--- src/rtl/qpll_reset_ctrl_pkg.sv ---
// Shared state encodings and counter sizing for the QPLL reset controller.
// STATE_OUT exposes these encodings directly, so the values are fixed.
package qpll_reset_pkg;

  typedef enum logic [2:0] {
    ST_PWRUP_WAIT  = 3'd0,
    ST_ASSERT_RST  = 3'd1,
    ST_WAIT_LOCK   = 3'd2,
    ST_LOCK_FILTER = 3'd3,
    ST_READY       = 3'd4,
    ST_WAIT_REFCLK = 3'd5,
    ST_FAIL        = 3'd6
  } qpll_state_e;

  localparam logic [2:0] S_PWRUP_WAIT  = 3'(ST_PWRUP_WAIT);
  localparam logic [2:0] S_ASSERT_RST  = 3'(ST_ASSERT_RST);
  localparam logic [2:0] S_WAIT_LOCK   = 3'(ST_WAIT_LOCK);
  localparam logic [2:0] S_LOCK_FILTER = 3'(ST_LOCK_FILTER);
  localparam logic [2:0] S_READY       = 3'(ST_READY);
  localparam logic [2:0] S_WAIT_REFCLK = 3'(ST_WAIT_REFCLK);
  localparam logic [2:0] S_FAIL        = 3'(ST_FAIL);

  // Width of the shared cycle counter: clog2 of the largest cycle count.
  function automatic int cnt_width(input int a, input int b, input int c, input int d);
    int m;
    m = a;
    if (b > m) m = b;
    if (c > m) m = c;
    if (d > m) m = d;
    return (m < 2) ? 1 : $clog2(m);
  endfunction

endpackage

--- src/rtl/qpll_reset_ctrl_if.sv ---
// Reset/lock interface between the QPLL common block and its reset controller.
// master = controller side, slave = common-block side.
interface qpll_reset_ctrl_if;
  logic       QPLLLOCK_IN;
  logic       QPLLREFCLKLOST_IN;
  logic       QPLLRESET_OUT;
  logic       QPLL_READY_OUT;
  logic       FAIL_OUT;
  logic [3:0] RETRY_COUNT_OUT;
  logic [2:0] STATE_OUT;

  modport master (
    input  QPLLLOCK_IN, QPLLREFCLKLOST_IN,
    output QPLLRESET_OUT, QPLL_READY_OUT, FAIL_OUT, RETRY_COUNT_OUT, STATE_OUT
  );

  modport slave (
    output QPLLLOCK_IN, QPLLREFCLKLOST_IN,
    input  QPLLRESET_OUT, QPLL_READY_OUT, FAIL_OUT, RETRY_COUNT_OUT, STATE_OUT
  );
endinterface

--- src/rtl/qpll_reset_ctrl_sync_2ff.sv ---
// Two-flop synchronizer for asynchronous status inputs; flops clear to 0 on reset.
module sync_2ff #(
  parameter int WIDTH = 1
) (
  input  logic             clk,
  input  logic             rst,
  input  logic [WIDTH-1:0] d,
  output logic [WIDTH-1:0] q
);

  logic [WIDTH-1:0] meta;

  always_ff @(posedge clk) begin
    if (rst) begin
      meta <= '0;
      q    <= '0;
    end else begin
      meta <= d;
      q    <= meta;
    end
  end

endmodule

--- src/rtl/qpll_reset_ctrl.sv ---
// QPLL common-block reset sequencer and lock monitor; its ready output gates
// the channel TX/RX reset FSMs.
//
// state        | meaning
// PWRUP_WAIT   | QPLLRESET held after controller reset while configuration settles
// ASSERT_RST   | retry QPLLRESET pulse
// WAIT_LOCK    | QPLLRESET released, waiting for lock with timeout
// LOCK_FILTER  | lock seen, requiring it to stay high
// READY        | lock stable, ready asserted
// WAIT_REFCLK  | reference clock lost, QPLLRESET held until it is back and stable
// FAIL         | retries exhausted, terminal until RESET_IN
module qpll_reset_ctrl
  import qpll_reset_pkg::*;
#(
  parameter int PWRUP_WAIT_CYCLES   = 300,
  parameter int RESET_PULSE_CYCLES  = 8,
  parameter int LOCK_TIMEOUT_CYCLES = 50000,
  parameter int LOCK_FILTER_CYCLES  = 16,
  parameter int MAX_RETRIES         = 7
) (
  input logic                SYSCLK_IN,
  input logic                RESET_IN,
  qpll_reset_ctrl_if.master  qpll
);

  localparam int CW = cnt_width(PWRUP_WAIT_CYCLES, RESET_PULSE_CYCLES,
                                LOCK_TIMEOUT_CYCLES, LOCK_FILTER_CYCLES);

  localparam logic [CW-1:0] PWRUP_LAST   = CW'(PWRUP_WAIT_CYCLES - 1);
  localparam logic [CW-1:0] PULSE_LAST   = CW'(RESET_PULSE_CYCLES - 1);
  localparam logic [CW-1:0] TIMEOUT_LAST = CW'(LOCK_TIMEOUT_CYCLES - 1);
  localparam logic [CW-1:0] FILTER_LAST  = CW'(LOCK_FILTER_CYCLES - 1);
  // The WAIT_LOCK cycle that first sees lock already counts as one filtered high.
  localparam logic [CW-1:0] FILTER_ENTRY_LAST =
    CW'((LOCK_FILTER_CYCLES > 1) ? LOCK_FILTER_CYCLES - 2 : 0);
  localparam logic [2:0] LOCK_NEXT = (LOCK_FILTER_CYCLES > 1) ? S_LOCK_FILTER : S_READY;
  localparam logic [3:0] MAX_RETRY = 4'(MAX_RETRIES);

  logic [1:0]    sync_q;
  logic          lock_s;
  logic          lost_s;
  logic [2:0]    state_q;
  logic [2:0]    state_d;
  logic [CW-1:0] cnt_q;
  logic          cnt_restart;
  logic          timeout;
  logic [3:0]    retry_q;
  logic          qpllreset_q;
  logic          ready_q;
  logic          fail_q;

  sync_2ff #(.WIDTH(2)) u_sync (
    .clk (SYSCLK_IN),
    .rst (RESET_IN),
    .d   ({qpll.QPLLREFCLKLOST_IN, qpll.QPLLLOCK_IN}),
    .q   (sync_q)
  );

  assign lock_s = sync_q[0];
  assign lost_s = sync_q[1];

  always_comb begin
    state_d     = state_q;
    cnt_restart = 1'b0;
    timeout     = 1'b0;
    case (state_q)
      S_PWRUP_WAIT:
        if (cnt_q == PWRUP_LAST) state_d = lost_s ? S_WAIT_REFCLK : S_WAIT_LOCK;
      S_ASSERT_RST:
        if (lost_s) state_d = S_WAIT_REFCLK;
        else if (cnt_q == PULSE_LAST) state_d = S_WAIT_LOCK;
      S_WAIT_LOCK:
        if (lost_s) state_d = S_WAIT_REFCLK;
        else if (lock_s) state_d = LOCK_NEXT;
        else if (cnt_q == TIMEOUT_LAST) begin
          timeout = 1'b1;
          state_d = ((MAX_RETRIES != 0) && (retry_q == MAX_RETRY)) ? S_FAIL : S_ASSERT_RST;
        end
      S_LOCK_FILTER:
        if (lost_s) state_d = S_WAIT_REFCLK;
        else if (!lock_s) state_d = S_WAIT_LOCK;
        else if (cnt_q == FILTER_ENTRY_LAST) state_d = S_READY;
      S_READY:
        if (lost_s) state_d = S_WAIT_REFCLK;
        else if (!lock_s) state_d = S_ASSERT_RST;
      S_WAIT_REFCLK:
        if (lost_s) cnt_restart = 1'b1;
        else if (cnt_q == FILTER_LAST) state_d = S_ASSERT_RST;
      S_FAIL:
        state_d = S_FAIL;
      default:
        state_d = S_PWRUP_WAIT;
    endcase
  end

  // Outputs are decoded from the next state so they change with the state register.
  always_ff @(posedge SYSCLK_IN) begin
    if (RESET_IN) begin
      state_q     <= S_PWRUP_WAIT;
      cnt_q       <= '0;
      retry_q     <= '0;
      qpllreset_q <= 1'b1;
      ready_q     <= 1'b0;
      fail_q      <= 1'b0;
    end else begin
      state_q <= state_d;
      if ((state_d != state_q) || cnt_restart) cnt_q <= '0;
      else if ((state_q != S_READY) && (state_q != S_FAIL)) cnt_q <= cnt_q + CW'(1);
      if (timeout && (retry_q != 4'hF)) retry_q <= retry_q + 4'd1;
      qpllreset_q <= (state_d == S_PWRUP_WAIT) || (state_d == S_ASSERT_RST) ||
                     (state_d == S_WAIT_REFCLK) || (state_d == S_FAIL);
      ready_q     <= (state_d == S_READY);
      fail_q      <= (state_d == S_FAIL);
    end
  end

  assign qpll.QPLLRESET_OUT   = qpllreset_q;
  assign qpll.QPLL_READY_OUT  = ready_q;
  assign qpll.FAIL_OUT        = fail_q;
  assign qpll.RETRY_COUNT_OUT = retry_q;
  assign qpll.STATE_OUT       = state_q;

endmodule

--- src/flat_wrapper.sv ---
// flat-port wrapper written by rule: the top's interface ports become plain ports
module qpll_reset_ctrl_flat import qpll_reset_pkg::*;
#(
  parameter int PWRUP_WAIT_CYCLES   = 300,
  parameter int RESET_PULSE_CYCLES  = 8,
  parameter int LOCK_TIMEOUT_CYCLES = 50000,
  parameter int LOCK_FILTER_CYCLES  = 16,
  parameter int MAX_RETRIES         = 7
)
  (SYSCLK_IN, RESET_IN, qpll_QPLLLOCK_IN, qpll_QPLLREFCLKLOST_IN, qpll_QPLLRESET_OUT, qpll_QPLL_READY_OUT, qpll_FAIL_OUT, qpll_RETRY_COUNT_OUT, qpll_STATE_OUT);
  qpll_reset_ctrl_if qpll_i ();
  input logic SYSCLK_IN;
  input logic RESET_IN;
  input wire logic [$bits(qpll_i.QPLLLOCK_IN)-1:0] qpll_QPLLLOCK_IN;
  input wire logic [$bits(qpll_i.QPLLREFCLKLOST_IN)-1:0] qpll_QPLLREFCLKLOST_IN;
  output wire logic [$bits(qpll_i.QPLLRESET_OUT)-1:0] qpll_QPLLRESET_OUT;
  output wire logic [$bits(qpll_i.QPLL_READY_OUT)-1:0] qpll_QPLL_READY_OUT;
  output wire logic [$bits(qpll_i.FAIL_OUT)-1:0] qpll_FAIL_OUT;
  output wire logic [$bits(qpll_i.RETRY_COUNT_OUT)-1:0] qpll_RETRY_COUNT_OUT;
  output wire logic [$bits(qpll_i.STATE_OUT)-1:0] qpll_STATE_OUT;
  assign qpll_i.QPLLLOCK_IN = qpll_QPLLLOCK_IN;
  assign qpll_i.QPLLREFCLKLOST_IN = qpll_QPLLREFCLKLOST_IN;
  assign qpll_QPLLRESET_OUT = qpll_i.QPLLRESET_OUT;
  assign qpll_QPLL_READY_OUT = qpll_i.QPLL_READY_OUT;
  assign qpll_FAIL_OUT = qpll_i.FAIL_OUT;
  assign qpll_RETRY_COUNT_OUT = qpll_i.RETRY_COUNT_OUT;
  assign qpll_STATE_OUT = qpll_i.STATE_OUT;
  qpll_reset_ctrl #(.PWRUP_WAIT_CYCLES(PWRUP_WAIT_CYCLES), .RESET_PULSE_CYCLES(RESET_PULSE_CYCLES), .LOCK_TIMEOUT_CYCLES(LOCK_TIMEOUT_CYCLES), .LOCK_FILTER_CYCLES(LOCK_FILTER_CYCLES), .MAX_RETRIES(MAX_RETRIES)) u_core (.SYSCLK_IN(SYSCLK_IN), .RESET_IN(RESET_IN), .qpll(qpll_i));
endmodule
--- config.mk ---
export PLATFORM = sky130hd
export DESIGN_NAME = qpll_reset_ctrl_flat
export DESIGN_NICKNAME = d
export VERILOG_FILES = /design/src/rtl/qpll_reset_ctrl_pkg.sv /design/src/rtl/qpll_reset_ctrl_if.sv /design/src/rtl/qpll_reset_ctrl_sync_2ff.sv /design/src/rtl/qpll_reset_ctrl.sv /design/src/flat_wrapper.sv
export SDC_FILE = /design/constraint.sdc
export NUM_CORES = 1
export LEC_CHECK = 0
export ABC_AREA = 1
export BUFFER_PORTS_ARGS = -buffer_cell sky130_fd_sc_hd__buf_2
export CORE_AREA = 8 8 66 68
export DETAILED_ROUTE_END_ITERATION = 8
export DIE_AREA = 0 0 74 76
export PLACE_DENSITY = 0.77
export RECOVER_POWER = 50
export SLEW_MARGIN = 20
export SYNTH_ARGS = -nofsm -noshare
export SYNTH_HDL_FRONTEND = slang
export SYNTH_HIERARCHICAL = 1
export SYNTH_SLANG_ARGS = --single-unit
--- constraint.sdc ---
create_clock -name SYSCLK_IN -period 2.5 [get_ports SYSCLK_IN]
set_input_delay 0.125 -clock SYSCLK_IN [delete_from_list [all_inputs] [get_ports SYSCLK_IN]]
set_output_delay 0.125 -clock SYSCLK_IN [all_outputs]
set_load 0.02 [all_outputs]
Yosys cells after proc, flatten, opt, wreduce, memory -nomap -nowiden
Index checks and enable logic that the tools add are counted.

Add/sub/neg operators: 2. Eq/ne operators: 20. Multiplexer cells: 22. Reduce and logical (&&, ||, !) cells: 9.

Operators by type and width (count): 3-bit 2-to-1 mux (15); 16-bit by 4-bit equality test with 1-bit output, second input constant (2); 3-bit one-hot mux with 7 select lines (1); 3-bit equality test, second input constant (6); 16-bit by 1-bit adder with 16-bit output, second input constant (1); 16-bit equality test, second input constant (1); 16-bit by 3-bit equality test with 1-bit output, second input constant (1); 16-bit by 9-bit equality test with 1-bit output, second input constant (1); 3-bit by 1-bit equality test with 1-bit output, second input constant (2); 3-bit by 2-bit equality test with 1-bit output, second input constant (2); 3-bit logical NOT (2); 1-bit 2-to-1 mux (6); 3-bit != test, second input constant (2); 4-bit by 1-bit adder with 4-bit output, second input constant (1); 4-bit by 3-bit equality test with 1-bit output, second input constant (1); 1-bit logical OR (4); 4-bit != test, second input constant (1); 3-bit != test (1); 1-bit logical AND (2); 2-bit OR reduction (1).

Register bits after elaboration: 30. Bits of input ports: 4. Output and inout port bits: 10. Logic and storage cells: 61.

Depth between registers and ports, before layout
Gate-level depths: netlist (run 1).

Word-level depth: 10. Mapped depth: 18. Depth with buffers taken out: 16.

Cells and area by module
The synthesis (run 1) kept the hierarchy.

By module, submodules not included: qpll_reset_ctrl (times used 1, cells each 260, area an instance 1813.0 um^2); sync_2ff (times used 1, cells each 12, area an instance 110.1 um^2).

Worst setup path after synthesis (run 1)
Ideal clock, no wire load.

Path type: register to register. Start point: register u_core.state_q[0] (netlist: u_core/qpll.STATE_OUT[0]). End point: register u_core.cnt_q[14]. Setup time: 0.120 ns. Arrival time: 1.752 ns. Setup slack: 0.628 ns. Cell stages (with the launch flop): 11. Buffers on the path: 1. Cells stage by stage: dfxtp_1 > buf_2 > nor2_4 > inv_2 > nand4_1 > nor2_1 > nand4_1 > nor2_1 > nand4_1 > xor2_1 > nor2_4.

Word-level cells in the longest chain between the ends: 7. Elaborated cells on any way between the ends: 28. Classes of those cells: 9 x eq/ne; 15 x mux; 4 x reduce/logical.

Ends and longest elaborated chain: start, declared (RTL line qpll_reset_ctrl.sv:42) `logic [2:0] state_q;`; start signal, assigned (RTL line qpll_reset_ctrl.sv:106) `state_q <= state_d;`; 3-bit 2-to-1 mux (on tied branches) (RTL line qpll_reset_ctrl.sv:82, qpll_reset_ctrl.sv:75); 3-bit 2-to-1 mux (on tied branches) (RTL line qpll_reset_ctrl.sv:81, qpll_reset_ctrl.sv:74); 3-bit 2-to-1 mux (on tied branches) (RTL line qpll_reset_ctrl.sv:80, qpll_reset_ctrl.sv:73); 3-bit one-hot mux with 7 select lines (RTL line qpll_reset_ctrl.sv:66) `case (state_q)`; 3-bit != test (RTL line qpll_reset_ctrl.sv:107) `if ((state_d != state_q) || cnt_restart) cnt_q <= '0;`; 1-bit logical OR (RTL line qpll_reset_ctrl.sv:107); 2-bit OR reduction (no source line); end signal, assigned (RTL line qpll_reset_ctrl.sv:108) `else if ((state_q != S_READY) && (state_q != S_FAIL)) cnt_q <= cnt_q + CW'(1);`; end, declared (RTL line qpll_reset_ctrl.sv:44) `logic [CW-1:0] cnt_q;`.

Parallel ways exist; a longest one is shown, timed or not. A chain may end at the register's enable or synchronous reset.

Worst setup path in the final report (run 1)
Start point: register u_core.cnt_q[0]. End point: register u_core.cnt_q[0].

Word-level cells in the longest chain between the ends: 8. Elaborated cells on any way between the ends: 21. Classes of those cells: 1 x add/sub; 6 x eq/ne; 12 x mux; 2 x reduce/logical.

Ends and longest elaborated chain (RTL line): 16-bit by 4-bit equality test with 1-bit output or 16-bit equality test (tied branches) (qpll_reset_ctrl.sv:82, qpll_reset_ctrl.sv:75); 3-bit 2-to-1 mux (on tied branches) (qpll_reset_ctrl.sv:82, qpll_reset_ctrl.sv:75); 3-bit 2-to-1 mux (on tied branches) (qpll_reset_ctrl.sv:81, qpll_reset_ctrl.sv:74); 3-bit 2-to-1 mux (on tied branches) (qpll_reset_ctrl.sv:80, qpll_reset_ctrl.sv:73); 3-bit one-hot mux with 7 select lines (qpll_reset_ctrl.sv:66); 3-bit != test (qpll_reset_ctrl.sv:107); 1-bit logical OR (qpll_reset_ctrl.sv:107); 2-bit OR reduction (no source line).

Parallel ways exist; a longest one is shown, timed or not.

==> results_dict.tcl, run 1 <==
set metrics [dict create \
    endpoint_kind "flop" \
    grt_pass1_vias 1652 \
    cts.sinks 30 \
    clockBufferDepth 2 \
    yosysSeqAreaShare_pct 31.2 \
    core_mm2 0.00344 \
    grt_usage_pct 15.3 \
    fp.dieArea_mm2 0.00562 \
    grt_setup_unrepaired "false" \
    drive_gt1_share_pct 17.2 \
    netlist_instances 272 \
    synthToLayoutAreaGrowth_pct 8.26 \
    layout.nets 296 \
    power_density_mw_per_mm2 445 \
    finalCritPeriodShare_pct 89.5 \
    finalPower_uw 926 \
    clock.fmax_ghz 0.447 \
    min_period_ns 2.24 \
    post_cts.repair.setup_buffers 0 \
    cts.clk_slew.worst_paths_ns 0.10 \
    hpwl_mm 2.86 \
    cts_buffers 5 \
    cp.arrival_ns 2.51 \
    worst-path-max-fanout 16 \
    h-tree-depth 2 \
    status "complete, no violations" \
    yosysUniqueCellTypes 30 \
    die_w_um 74 \
    clockPowerShare_pct 41.5 \
    fin_skew_ns 0.00801 \
    startpoint_type "flop" \
    via_per_inst 4.88 \
    power_frac_seq_pct 53.4 \
    final_hold_viol_count 0 \
    syn_area_per_cell_um2 7.07 \
    swShare_pct 23.0 \
    grt_pass1_wl_mm 7.01 \
    grt_overflow 0 \
    max_slew.worst_pin.slew_ns 0.403 \
    syn_area_mm2 0.00192 \
    maxSlewHeadroom_pct 72.9 \
    antenna_found_initial 0 \
    insertion_delay_ns 0.33 \
    drc 0 \
    synth_nets 279 \
    fp-row-count 22 \
    post_drt_wl_per_cell_um 11.4 \
    diodes 0 \
    vias 1649 \
    io_pins 14 \
    critPathKind "reg2reg" \
    cp_data_required_time_ns 2.77 \
    drt_iter0_drc 105 \
    switchingPower_uw 213 \
    die_y_um 76 \
    hold_class "in2reg" \
    initial_core_util_pct 55.9 \
    final-max-slew-violation-count 0 \
    yosys_warnings 6 \
    routed_wl_mm 3.85 \
    cts_tree "done" \
    drt_first_pass_iters 4 \
    p_int_uw 714 \
    cts-root-buf "clkbuf_4" \
    place_congestion 0.852 \
    max_cap_violations 0 \
    vdd_drop_max_mv 0.303 \
    synth_seq_cells 30 \
    antenna_left 0 \
    power_frac_comb_pct 5.1 \
    setup_tns_ns 0 \
    grt_max_degree 17 \
    placement.io_buffers 13 \
    p_leak_nw 0.887 \
    setup_viol 0 \
]
## critical path: stages (launching register included)
cell	delay, ns
dfxtp_1	0.43
ha_2	0.27
nand3_2	0.12
nor2_1	0.13
nand2_1	0.11
nand2_1	0.07
nand3_1	0.07
a21oi_1	0.20
nand2_1	0.10
nand2_1	0.08
nand2_1	0.07
nor2_2	0.20
nand2_8	0.20
nor2_1	0.13
## flip-flops by register name (all words and copies together) (netlist names)
signal,cells
u_core/qpll.RETRY_COUNT_OUT,4
u_core/qpll.QPLL_READY_OUT,1
u_core/qpll.QPLLRESET_OUT,1
u_core/qpll.STATE_OUT,3
u_core/cnt_q,16
u_core/u_sync/q,2
u_core/qpll.FAIL_OUT,1
u_core/u_sync/meta,2
## path summary, 6_finish.rpt
kind | start | slack [ns] | cells past startpoint | endpoint
max | u_core/cnt_q[0] | 0.26 | 13 | u_core/cnt_q[0]
min | RESET_IN | 0.06 | 2 | u_core/u_sync/q[0]
max reg2reg | u_core/cnt_q[0] | 0.26 | 13 | u_core/cnt_q[0]
min reg2reg | u_core/u_sync/meta[0] | 0.41 | 2 | u_core/u_sync/q[0]
## power groups by stage
stage,combinational [mW],clock (mW),sequential [mW]
finish,0.0471,0.384,0.495
global route,0.0528,0.419,0.496
CTS,0.0453,0.393,0.494
detailed placement,0.0426,0,0.506
global placement,0.0414,0,0.505
floorplan,0.0390,0,0.502
## synth_stat cells, drive strengths merged
cell	count	share of area (%)
o21a	1	0.39
nor2	66	20
xnor2	4	1.8
buf	5	2.9
ha	3	2.0
dfxtp	30	31
nand2	75	16
nor3	3	1.3
inv	32	6.2
a21oi	8	3.1
nand4	7	2.3
xor2	8	3.6
o21ai	6	1.6
o31ai	1	0.39
a31oi	1	0.33
nand3	21	6.5
clkinv	1	0.19
## layout make-up
class | count | area (µm²)
fillers | 337 | 1360
multi-input cells | 204 | 1150
flip-flops and latches | 30 | 601
inverters | 33 | 124
repair buffers | 15 | 72.6
well taps | 48 | 60.1
clock buffers | 7 | 45.0
clock inverters | 1 | 30.0
## routing by layer
metal  GRT usage [%]  share of wire [%]
met1            18.3                 48
met4            7.00                1.1
met2            23.8                 47
met5               0                  0
met3            5.00                3.4
## metrics by stage
stage	instances	instance area [µm²]	setup slack (ns)	hold WS (ns)	util, %
after floorplan	272	1920	0.628	0.196	-
after global placement	328	1990	0.383	0.324	57.9
after detailed placement	328	1990	0.280	0.341	57.9
after CTS	338	2090	0.228	0.0536	60.7
after global routing	338	2080	0.0434	0.0721	60.5
final	338	2080	0.262	0.0644	60.5
## kinds of logic after synthesis
kind of cell / synth area share [%]
flops: 31.2
compound gates: 5.73
fa+ha+maj: 1.95
buf+inv: 9.30
simple gates: 46.3
xor+xnor: 5.47
## cell usage in the layout (no fill, tap or decap)
cell,synthesis,final
a21oi_1,5,5
a21oi_2,2,2
a21oi_4,1,1
a31oi_1,1,1
buf_2,1,3
bufinv_16,0,1
clkbuf_1,0,12
clkbuf_4,0,5
clkinv_1,1,1
dfxtp_1,30,30
dlygate4sd3_1,0,2
ha_1,3,2
ha_2,0,1
inv_1,28,29
inv_2,4,3
nand2_1,67,67
nand2_2,5,5
nand2_4,3,2
nand2_8,0,1
nand3_1,17,17
nand3_2,4,4
nand4_1,7,7
nor2_1,45,45
nor2_2,5,5
nor2_4,16,16
nor3_1,1,2
nor3_2,2,1
o21a_1,1,1
o21ai_0,5,5
o21ai_1,1,1
o31ai_1,1,1
xnor2_1,4,4
xor2_1,8,8
## what timing repair did
| item | in CTS | in global routing |
|---|---|---|
| resized for setup | 0 | 2 |
| hold buffers | 2 | 0 |
| hold endpoints to repair | 2 | 0 |
| setup endpoints to repair | 0 | 8 |
No activity file was read; power rests on OpenSTA's default activity.
==> run 2, diff against run 1 <==
--- a/config.mk
+++ b/config.mk
@@ -7,10 +7,12 @@
 export LEC_CHECK = 0
 export ABC_AREA = 1
 export BUFFER_PORTS_ARGS = -buffer_cell sky130_fd_sc_hd__buf_2
-export CORE_AREA = 8 8 66 68
+export CELL_PAD_IN_SITES_DETAIL_PLACEMENT = 1
+export CELL_PAD_IN_SITES_GLOBAL_PLACEMENT = 2
+export CORE_AREA = 8 8 85 87
 export DETAILED_ROUTE_END_ITERATION = 8
-export DIE_AREA = 0 0 74 76
-export PLACE_DENSITY = 0.77
+export DIE_AREA = 0 0 93 95
+export PLACE_DENSITY_LB_ADDON = 0.1
 export RECOVER_POWER = 50
 export SLEW_MARGIN = 20
 export SYNTH_ARGS = -nofsm -noshare
==> run 2 against run 1 <==
Against the previous run: flip-flop and latch count did not move; cell area grew 1.8%; via count increased by 2.4%; worst hold slack worse by 0.011 ns; sequential power about the same; critical path depth stayed put; maximum frequency fell by 1.0%; critical path type unchanged; largest cell class unchanged; largest power group unchanged.
==> results_dict.tcl, run 2 (same netlist as run 1, synthesis figures left out) <==
set metrics [dict create \
    cts_buffers 5 \
    drt_iter0_drc 65 \
    largest_reg_flops 16 \
    synthToLayoutAreaGrowth_pct 10.2 \
    fill_cells 786 \
    max_slew.worst_pin.slew_ns 0.443 \
    routed_wl_mm 4.76 \
    postLayoutCellArea_mm2 0.00212 \
    final_hold_viol_count 0 \
    slowest_stage "dfxtp_1" \
    startpoint_type "flop" \
    hold_class "in2reg" \
    finalPower_uw 891 \
    layout_commonest_cell "nand2_1" \
    fp-row-count 28 \
    drive_gt1_share_pct 18.3 \
    place_area_mm2 0.00204 \
    die_w_um 93 \
    antenna_found_initial 0 \
    vias 1688 \
    post_drt_wl_per_cell_um 13.1 \
    layout.nets 296 \
    crit_chain "ha_2 > nand3_2 > nor2_1 > nand2_1 > nand2_1 > nand3_1 > a21oi_2 > nand2_1 > nand2_1 > nand2_1 > nor2_2 > nand2_8 > nor2_1" \
    critPathKind "reg2reg" \
    drt_first_pass_iters 4 \
    insertion_delay_ns 0.27 \
    final-max-slew-violation-count 0 \
    core_mm2 0.00582 \
    final_cell_mix "nand2_1 (67), nor2_1 (45), dfxtp_1 (30), inv_1 (28), nand3_1 (17)" \
    cp_data_required_time_ns 2.70 \
    grt_setup_unrepaired "false" \
    grt_pass1_vias 1751 \
    place_congestion 0.738 \
    cts.clk_slew.worst_paths_ns 0.06 \
    initial_core_util_pct 33.1 \
    setup_tns_ns 0 \
    fp.dieArea_mm2 0.00884 \
    drc 0 \
    grt_overflow 0 \
    cts_tree "done" \
    top_register "u_core/cnt_q" \
    worst-path-max-fanout 16 \
    cpPeakStageDelay_ns 0.43 \
    maxSlewHeadroom_pct 70.4 \
    grt_pass1_wl_mm 8.51 \
    cp.arrival_ns 2.46 \
    holdWs_ns 0.0536 \
    grt_usage_pct 12.0 \
    worst_slack_ns 0.239 \
    hpwl_mm 3.85 \
    finalCritPeriodShare_pct 90.4 \
    power_density_mw_per_mm2 421 \
    post_cts.repair.setup_buffers 0 \
    endpoint_kind "flop" \
    path_delay_family "simple AND/OR/NAND/NOR gates" \
    crit_buf_inv 0 \
    pre_cts_ws_ns 0.174 \
    grt_max_degree 17 \
    status "complete, no violations" \
    setup_viol 0 \
    h-tree-depth 2 \
    placement.io_buffers 13 \
    min_period_ns 2.26 \
    via_per_inst 4.64 \
    clock.fmax_ghz 0.442 \
    cts-root-buf "clkbuf_8" \
    die_y_um 95 \
    io_pins 14 \
    p_leak_nw 0.891 \
    antenna_left 0 \
    cts.sinks 30 \
    max_cap_violations 0 \
    clockBufferDepth 2 \
    path_common_cell "nand2_1" \
    diodes 0 \
    vdd_drop_max_mv 0.282 \
    fin_skew_ns 0.00495 \
]
[run 2: worst paths after layout]
| check | from | endpoint | slack [ns] | depth (start not counted) |
|---|---|---|---|---|
| max | u_core/cnt_q[0] | u_core/cnt_q[3] | 0.24 | 13 |
| min | qpll_QPLLREFCLKLOST_IN | u_core/u_sync/meta[1] | 0.05 | 3 |
| max reg2reg | u_core/cnt_q[0] | u_core/cnt_q[3] | 0.24 | 13 |
| min reg2reg | u_core/u_sync/meta[0] | u_core/u_sync/q[0] | 0.40 | 2 |
[run 2: final cells by class]
type                       count  area (µm²)  share of cell area (%)
clock buffer                   7        76.3                    3.60
inverter                      33         124                    5.84
multi-input combinational    204        1160                    54.7
sequential                    30         601                    28.3
tap                           75        93.8                    4.43
timing repair buffer          15        66.3                    3.13
[run 2: what timing repair did]
action | CTS | global route
endpoints found under the setup margin | 0 | 16
hold buffers | 0 | 0
resized for setup | 0 | 3
[run 2: routing by layer]
metal	wire length (µm)	track usage (%)	up-vias
li1	-	-	879
met1	2480	15.8	789
met2	2130	19.4	14
met3	91	2.14	6
met4	53	3.62	0
met5	0	0	-
[run 2: worst min-delay path, cell delays in order]
cell	delay [ns]
buf_2	0.07
inv_1	0.03
nor2_1	0.06
[run 2: through the flow]
step / std cells / utilization (%)
final: 364 / 36.4
after CTS: 364 / 36.4
after global routing: 364 / 36.4
after floorplan: 272 / -
after detailed placement: 357 / 35.1
after global placement: 357 / 35.1
[run 2: power breakdown]
part	internal [mW]	leakage (nW)	switching, mW
logic	0.0143	0.610	0.0304
clock network	0.191	0.0383	0.159
registers	0.486	0.243	0.0105
